File: src/rtl/sipo_pkg.sv
// Shared sizing helpers for the serial-in, parallel-out deserializer.
package sipo_pkg;

  function automatic int cnt_w(input int w);
    return $clog2(w);
  endfunction

endpackage

File: src/rtl/sipo_hold_reg.sv
// One-entry valid/ready holding register; a word arriving while full and not
// draining is dropped and recorded in a sticky overflow flag.
module sipo_hold_reg #(
  parameter int DATA_WIDTH = 16
) (
  input  logic                  clk,
  input  logic                  reset,
  input  logic [DATA_WIDTH-1:0] in_data_i,
  input  logic                  in_valid_i,
  output logic [DATA_WIDTH-1:0] out_data_o,
  output logic                  out_valid_o,
  input  logic                  out_ready_i,
  output logic                  overflow_o
);

  logic [DATA_WIDTH-1:0] data_q, data_d;
  logic                  valid_q, valid_d;
  logic                  ovf_q, ovf_d;

  always_comb begin
    data_d  = data_q;
    valid_d = valid_q;
    ovf_d   = ovf_q;
    if (in_valid_i && (!valid_q || out_ready_i)) begin
      data_d  = in_data_i;
      valid_d = 1'b1;
    end else if (in_valid_i) begin
      ovf_d = 1'b1;
    end else if (valid_q && out_ready_i) begin
      valid_d = 1'b0;
    end
  end

  always_ff @(posedge clk) begin
    if (reset) begin
      data_q  <= '0;
      valid_q <= 1'b0;
      ovf_q   <= 1'b0;
    end else begin
      data_q  <= data_d;
      valid_q <= valid_d;
      ovf_q   <= ovf_d;
    end
  end

  assign out_data_o  = data_q;
  assign out_valid_o = valid_q;
  assign overflow_o  = ovf_q;

endmodule

File: src/rtl/sipo_deser.sv
// LSB-first serial-to-parallel deserializer: shifter and bit counter feeding a
// one-word valid/ready holding register.
module sipo_deser
  import sipo_pkg::*;
#(
  parameter int DATA_WIDTH = 16
) (
  input  logic                  clk,
  input  logic                  reset,
  input  logic                  din,
  input  logic                  din_en,
  input  logic                  clear,
  output logic [DATA_WIDTH-1:0] dout,
  output logic                  dout_valid,
  input  logic                  dout_ready,
  output logic                  overflow,
  output logic                  busy
);

  localparam int              CW   = cnt_w(DATA_WIDTH);
  localparam logic [CW-1:0]   LAST = CW'(DATA_WIDTH - 1);

  logic [DATA_WIDTH-1:0] shift_q, shift_d;
  logic [CW-1:0]         cnt_q, cnt_d;
  logic [DATA_WIDTH-1:0] word;
  logic                  complete;

  assign word = {din, shift_q[DATA_WIDTH-1:1]};

  // clear has priority so a bit arriving with it never completes a word
  always_comb begin
    shift_d  = shift_q;
    cnt_d    = cnt_q;
    complete = 1'b0;
    if (clear) begin
      shift_d = '0;
      cnt_d   = '0;
    end else if (din_en) begin
      shift_d = word;
      if (cnt_q == LAST) begin
        cnt_d    = '0;
        complete = 1'b1;
      end else begin
        cnt_d = cnt_q + CW'(1);
      end
    end
  end

  always_ff @(posedge clk) begin
    if (reset) begin
      shift_q <= '0;
      cnt_q   <= '0;
    end else begin
      shift_q <= shift_d;
      cnt_q   <= cnt_d;
    end
  end

  assign busy = (cnt_q != '0);

  sipo_hold_reg #(
    .DATA_WIDTH (DATA_WIDTH)
  ) u_hold (
    .clk         (clk),
    .reset       (reset),
    .in_data_i   (word),
    .in_valid_i  (complete),
    .out_data_o  (dout),
    .out_valid_o (dout_valid),
    .out_ready_i (dout_ready),
    .overflow_o  (overflow)
  );

endmodule

File: config.mk
export PLATFORM = sky130hd
export DESIGN_NAME = sipo_deser
export DESIGN_NICKNAME = d
export VERILOG_FILES = /design/src/rtl/sipo_pkg.sv /design/src/rtl/sipo_hold_reg.sv /design/src/rtl/sipo_deser.sv
export SDC_FILE = /design/constraint.sdc
export NUM_CORES = 1
export LEC_CHECK = 0
export ABC_CLOCK_PERIOD_IN_PS = 2120
export CAP_MARGIN = 30
export CORE_MARGIN = 2
export CORE_UTILIZATION = 40
export CTS_BUF_LIST = sky130_fd_sc_hd__clkbuf_4 sky130_fd_sc_hd__clkbuf_8
export DETAILED_ROUTE_END_ITERATION = 16
export SYNTH_ARGS = -nofsm -noshare
export SYNTH_HDL_FRONTEND = slang
export SYNTH_SLANG_ARGS = --single-unit
File: constraint.sdc
create_clock -name clk -period 2.12 [get_ports clk]
set_input_delay 0.424 -clock clk [delete_from_list [all_inputs] [get_ports clk]]
set_output_delay 0.424 -clock clk [all_outputs]
set_load 0.01 [all_outputs]
After elaboration in Yosys (flattened, before gate mapping)
Index checks and enable logic that the tools add are counted.
{"block": "word_totals", "register_bits": 38, "output_inout_bits": 19, "in_bits": 6, "elab_cells": 25}
{"block": "op_classes", "add_sub_neg": 1, "n_mux": 7, "n_eq_ne": 2, "n_bitwise": 1, "reduce_logical": 9}
{"operator": "$mux W1", "n": 6}
{"operator": "$add A4 B1 Y4 const B", "n": 1}
{"operator": "$eq A4 B4 Y1 const B", "n": 1}
{"operator": "$mux W4", "n": 1}
{"operator": "$reduce_and A2 Y1", "n": 2}
{"operator": "$reduce_bool A4 Y1", "n": 1}
{"operator": "$logic_and A1 B1 Y1", "n": 2}
{"operator": "$ne A2 B2 Y1 const B", "n": 1}
{"operator": "$reduce_bool A2 Y1", "n": 1}
{"operator": "$reduce_or A2 Y1", "n": 1}
{"operator": "$logic_not A1 Y1", "n": 1}
{"operator": "$logic_or A1 B1 Y1", "n": 1}
{"operator": "$not A1 Y1", "n": 1}

Logic depth before layout (Yosys ltp)
{"block": "logic_depth", "depth_word": 7, "ltp_mapped": 6}

Cells and area by module
From an unflattened synthesis, not the netlist that was laid out.
{"block": "hier_totals", "hier_cells": 152, "area_unflattened_um2": 1561.5}
{"module": "sipo_hold_reg", "area_per_inst_um2": 802.0, "n_inst": 1, "cells_each": 77, "seq_area_each_um2": 360.3}
{"module": "sipo_deser", "area_per_inst_um2": 759.5, "n_inst": 1, "cells_each": 75, "seq_area_each_um2": 380.4}

Worst setup path after synthesis
No wires, ideal clock.
{"block": "synth_timing", "kind": "register to register", "startpoint": "reg cnt_q[0]", "endpoint": "reg u_hold.data_q[0], in the netlist u_hold.out_data_o[0]", "setup_ns": 0.072, "stages_incl_launch_ff": 7, "setup_slack_ns": 0.640, "n_path_buf": 2, "t_required_ns": 2.048, "synth_period_minus_slack_ns": 1.480, "arrival_ns": 1.409, "cell_sequence": "dfxtp_1 -> ha_1 -> nand2_1 -> nor4b_4 -> buf_6 -> buf_12 -> mux2i_1"}
{"block": "synth_via", "elab_chain_len": 5}
{"item": "from (decl)", "line": "sipo_deser.sv:24", "source": "logic [CW-1:0] cnt_q, cnt_d;"}
{"item": "from (signal assigned)", "line": "sipo_deser.sv:55", "source": "cnt_q <= cnt_d;"}
{"item": "$eq A4 B4 Y1", "line": "sipo_deser.sv:40", "source": "if (cnt_q == LAST) begin"}
{"item": "$mux W1", "line": "sipo_deser.sv:40"}
{"item": "$mux W1", "line": "sipo_deser.sv:38", "source": "end else if (din_en) begin"}
{"item": "$mux W1", "line": "sipo_deser.sv:35", "source": "if (clear) begin"}
{"item": "$logic_and A1 B1 Y1", "line": "sipo_hold_reg.sv:24", "source": "if (in_valid_i && (!valid_q || out_ready_i)) begin"}
{"item": "to (signal assigned)", "line": "sipo_hold_reg.sv:40", "source": "data_q <= data_d;"}
{"item": "to (decl)", "line": "sipo_hold_reg.sv:16", "source": "logic [DATA_WIDTH-1:0] data_q, data_d;"}
Every way passes these cells.
A chain may end at the register's enable or synchronous reset.

Final worst setup path
{"block": "layout_timing", "startpoint": "reg cnt_q[0]", "endpoint": "out busy"}
{"block": "layout_via", "elab_chain_len": 1}
{"item": "$reduce_bool A4 Y1", "line": "sipo_deser.sv:59", "source": "assign busy = (cnt_q != '0);"}
{"item": "to (decl)", "line": "sipo_deser.sv:17", "source": "output logic busy"}
Every way passes these cells.

==> results.py <==
metrics = {
    "run_status": {
        "status": "finished, final reports clean",
    },
    "logic_synthesis": {
        "syn-num-nets": 159,
        "synth_top_area_share_pct": 47.32,
        "synth_area_leaders": "dfxtp_1 (47%), mux2i_1 (21%), nand2b_1 (14%)",
        "netlist_area_um2": 1565,
        "synth.most_common_cell": "dfxtp_1",
        "synth_edf_count": 0,
        "synth_flop_cell": "dfxtp_1",
        "synth_cells": 151,
        "yosys.area.top_type": "dfxtp_1",
        "synthDistinctLibCells": 22,
        "async_reset_ff_share_pct": 0,
        "synth_seq_cells": 37,
        "synth-warning-count": 0,
        "seq_area_frac_synth_pct": 47.32,
        "postSynthAreaPerCell_um2": 10.37,
        "synth_common_cells": "dfxtp_1 (37), nand2b_1 (34), mux2i_1 (33)",
    },
    "place": {
        "place_area_um2": 1832,
        "dp_hpwl_um": 1850,
        "port-buffer-count": 24,
        "gp_congestion": 0.6705,
        "dpl.cell_count": 217,
    },
    "drt": {
        "vias_per_cell": 4.719,
        "routed_wirelength_um": 2596,
        "drc": 0,
        "dr_total_vias": 1057,
        "dr.pass1.iters": 4,
        "wire_per_inst_um": 11.59,
        "antenna_left": 0,
        "detail_route.iter0.violations": 42,
    },
    "layout": {
        "syn2layout_area_growth_pct": 22.78,
        "layout.cells.non_filler": 224,
        "nets": 184,
        "n_antenna_cell": 0,
        "finalInstanceArea_um2": 1922,
        "drive_gt1_share_pct": 7.386,
        "fillers": 340,
        "post-route-util_pct": 51.72,
    },
    "hold_path": {
        "whs_path_depth": 2,
        "hold_path_class": "flip-flop to flip-flop",
    },
    "floorplan": {
        "initial_core_util_pct": 42.12,
        "fp.dieH_um": 66.56,
        "dieArea_um2": 4430,
        "rows": 22,
        "pin_count": 25,
        "core_um2": 3716,
        "fp.dieW_um": 66.56,
    },
    "setup_path": {
        "path_max_fanout": 5,
        "criticalPathCategory": "flip-flop to output port",
        "crit_required_ns": 1.70,
        "cp-start-kind": "flip-flop",
        "crit_family": "buffers and inverters",
        "worst_ep_arrival_time_ns": 1.52,
        "cpPeakStageDelay_ns": 0.53,
        "slowest_stage": "clkdlybuf4s50_1",
        "crit_buf_inv": 2,
        "cp.depth": 4,
        "reg2reg_depth": 5,
        "worstPathCellList": "inv_2 -> ha_1 -> nand2_1 -> clkdlybuf4s50_1",
        "end_kind": "output port",
    },
    "clocking": {
        "cts_buffers": 5,
        "cts.hold.buffers_added": 0,
        "cts.htree.levels": 2,
        "clkLatencyLatePin_ns": 0.28,
        "cts_resized": 0,
        "cts_tree": "yes",
        "cts_root_buf": "clkbuf_8",
        "cts_buffer_depth": 2,
        "clkSinkCount": 37,
        "clkTransAtPathRegs_ns": 0.07,
        "cts_setup_buffers": 0,
    },
    "global_route": {
        "antenna_found_initial": 0,
        "overflow": 0,
        "grt_max_degree": 36,
        "grt_pass1_vias": 985,
        "grt_usage_pct": 13.63,
        "grt_pass1_wl_um": 4547,
    },
    "timing": {
        "max_freq_mhz": 513.1,
        "tightest_slew_ns": 0.5822,
        "slew_violations": 0,
        "fin_tns_setup_ns": 0,
        "skew_ns": 0.002527,
        "relSlewSlack_pct": 61.19,
        "finalHoldViolations": 0,
        "rsz0062_at_grt": "no",
        "finalCriticalPeriod_ns": 1.949,
        "setup_viol": 0,
        "period_share_pct": 91.93,
    },
    "pwr": {
        "irDropWorstVdd_mv": 0.3508,
        "p_leak_nw": 0.6823,
        "powerDensity_nw_per_um2": 651.7,
    },
    "run": {
        "cap_violations": 0,
    },
}
==> final timing paths <==
kind | startpoint | endpoint | slack, ns
hold / removal | u_hold.out_data_o[8] | u_hold.out_data_o[8] | 0.47
setup / recovery | cnt_q[0] | busy | 0.17
setup reg to reg | cnt_q[0] | u_hold.out_data_o[13] | 0.47
hold reg to reg | u_hold.out_data_o[8] | u_hold.out_data_o[8] | 0.47
==> sequential cells by signal, summed over array words and instances (netlist names) <==
name	cells
shift_q	15
cnt_q	4
u_hold.out_data_o	16
u_hold.overflow_o	1
u_hold.out_valid_o	1
==> per-stage QoR <==
step | hold slack (ns) | total power [mW] | setup slack [ns]
2_1_floorplan | 0.4512 | 0.7566 | 0.6395
3_3_place_gp | 0.4492 | 0.7743 | 0.3519
3_5_place_dp | 0.4633 | 0.7753 | 0.2613
4_1_cts | 0.4742 | 1.272 | 0.1615
5_1_grt | 0.4930 | 1.313 | 0.1007
6_report | 0.4680 | 1.252 | 0.1711
==> cell type report <==
| type | count | area, µm² | area share, % |
|---|---|---|---|
| tap | 48 | 60.06 | 3.125 |
| sequential | 37 | 740.7 | 38.54 |
| clock buffer | 7 | 90.09 | 4.688 |
| timing repair buffer | 27 | 275.3 | 14.32 |
| inverter | 2 | 7.507 | 0.3906 |
| multi-input combinational | 103 | 748.2 | 38.93 |
==> power by group <==
| part | switching [mW] | total [mW] | internal, mW | leakage [nW] |
|---|---|---|---|---|
| clock | 0.223 | 0.494 | 0.270 | 0.0477 |
| sequential | 0.00243 | 0.699 | 0.697 | 0.298 |
| combinational | 0.0278 | 0.0594 | 0.0316 | 0.336 |
| total | 0.253 | 1.25 | 0.999 | 0.682 |
==> logic make-up after synthesis <==
logic type,after synthesis,synth area share [%]
buffers and inverters,11,4.875
AOI/OAI and AO/OA,6,2.158
DFF,37,47.32
adders and majority gates,2,1.598
and+or+nand+nor,61,22.38
muxes,33,21.10
xor gates and xnor gates,1,0.5597
==> per-layer routing <==
| layer | GRT usage [%] | part of all wire [%] | up-vias |
|---|---|---|---|
| li1 | - | - | 542 |
| met1 | 16.13 | 46 | 495 |
| met2 | 21.88 | 49 | 17 |
| met3 | 5.068 | 4.0 | 3 |
| met4 | 6.122 | 1.2 | 0 |
| met5 | 0 | 0 | - |
==> placed cells by master (no fill, tap or decap) <==
cell	netlist	final
nand2_1	3	3
o21ai_1	1	1
a31oi_1	1	1
clkbuf_8	0	6
inv_1	1	1
dfxtp_1	37	37
mux2i_1	33	33
nor2_1	19	19
clkbuf_4	0	1
buf_4	0	2
or3_1	1	1
buf_12	1	1
clkdlybuf4s50_1	0	24
or4_1	1	1
nor4b_4	1	1
nand2b_1	34	34
ha_1	2	2
nand2_4	1	1
xor2_1	1	1
o31ai_1	1	1
inv_2	1	1
a21oi_1	3	3
or2_1	1	1
==> worst register-to-register path, stage by stage (launching register included) <==
cell	delay, ns
dfxtp_1	0.42
ha_1	0.25
nand2_1	0.12
nor4b_4	0.33
buf_12	0.21
mux2i_1	0.24
(Power assumes the default switching activity.)
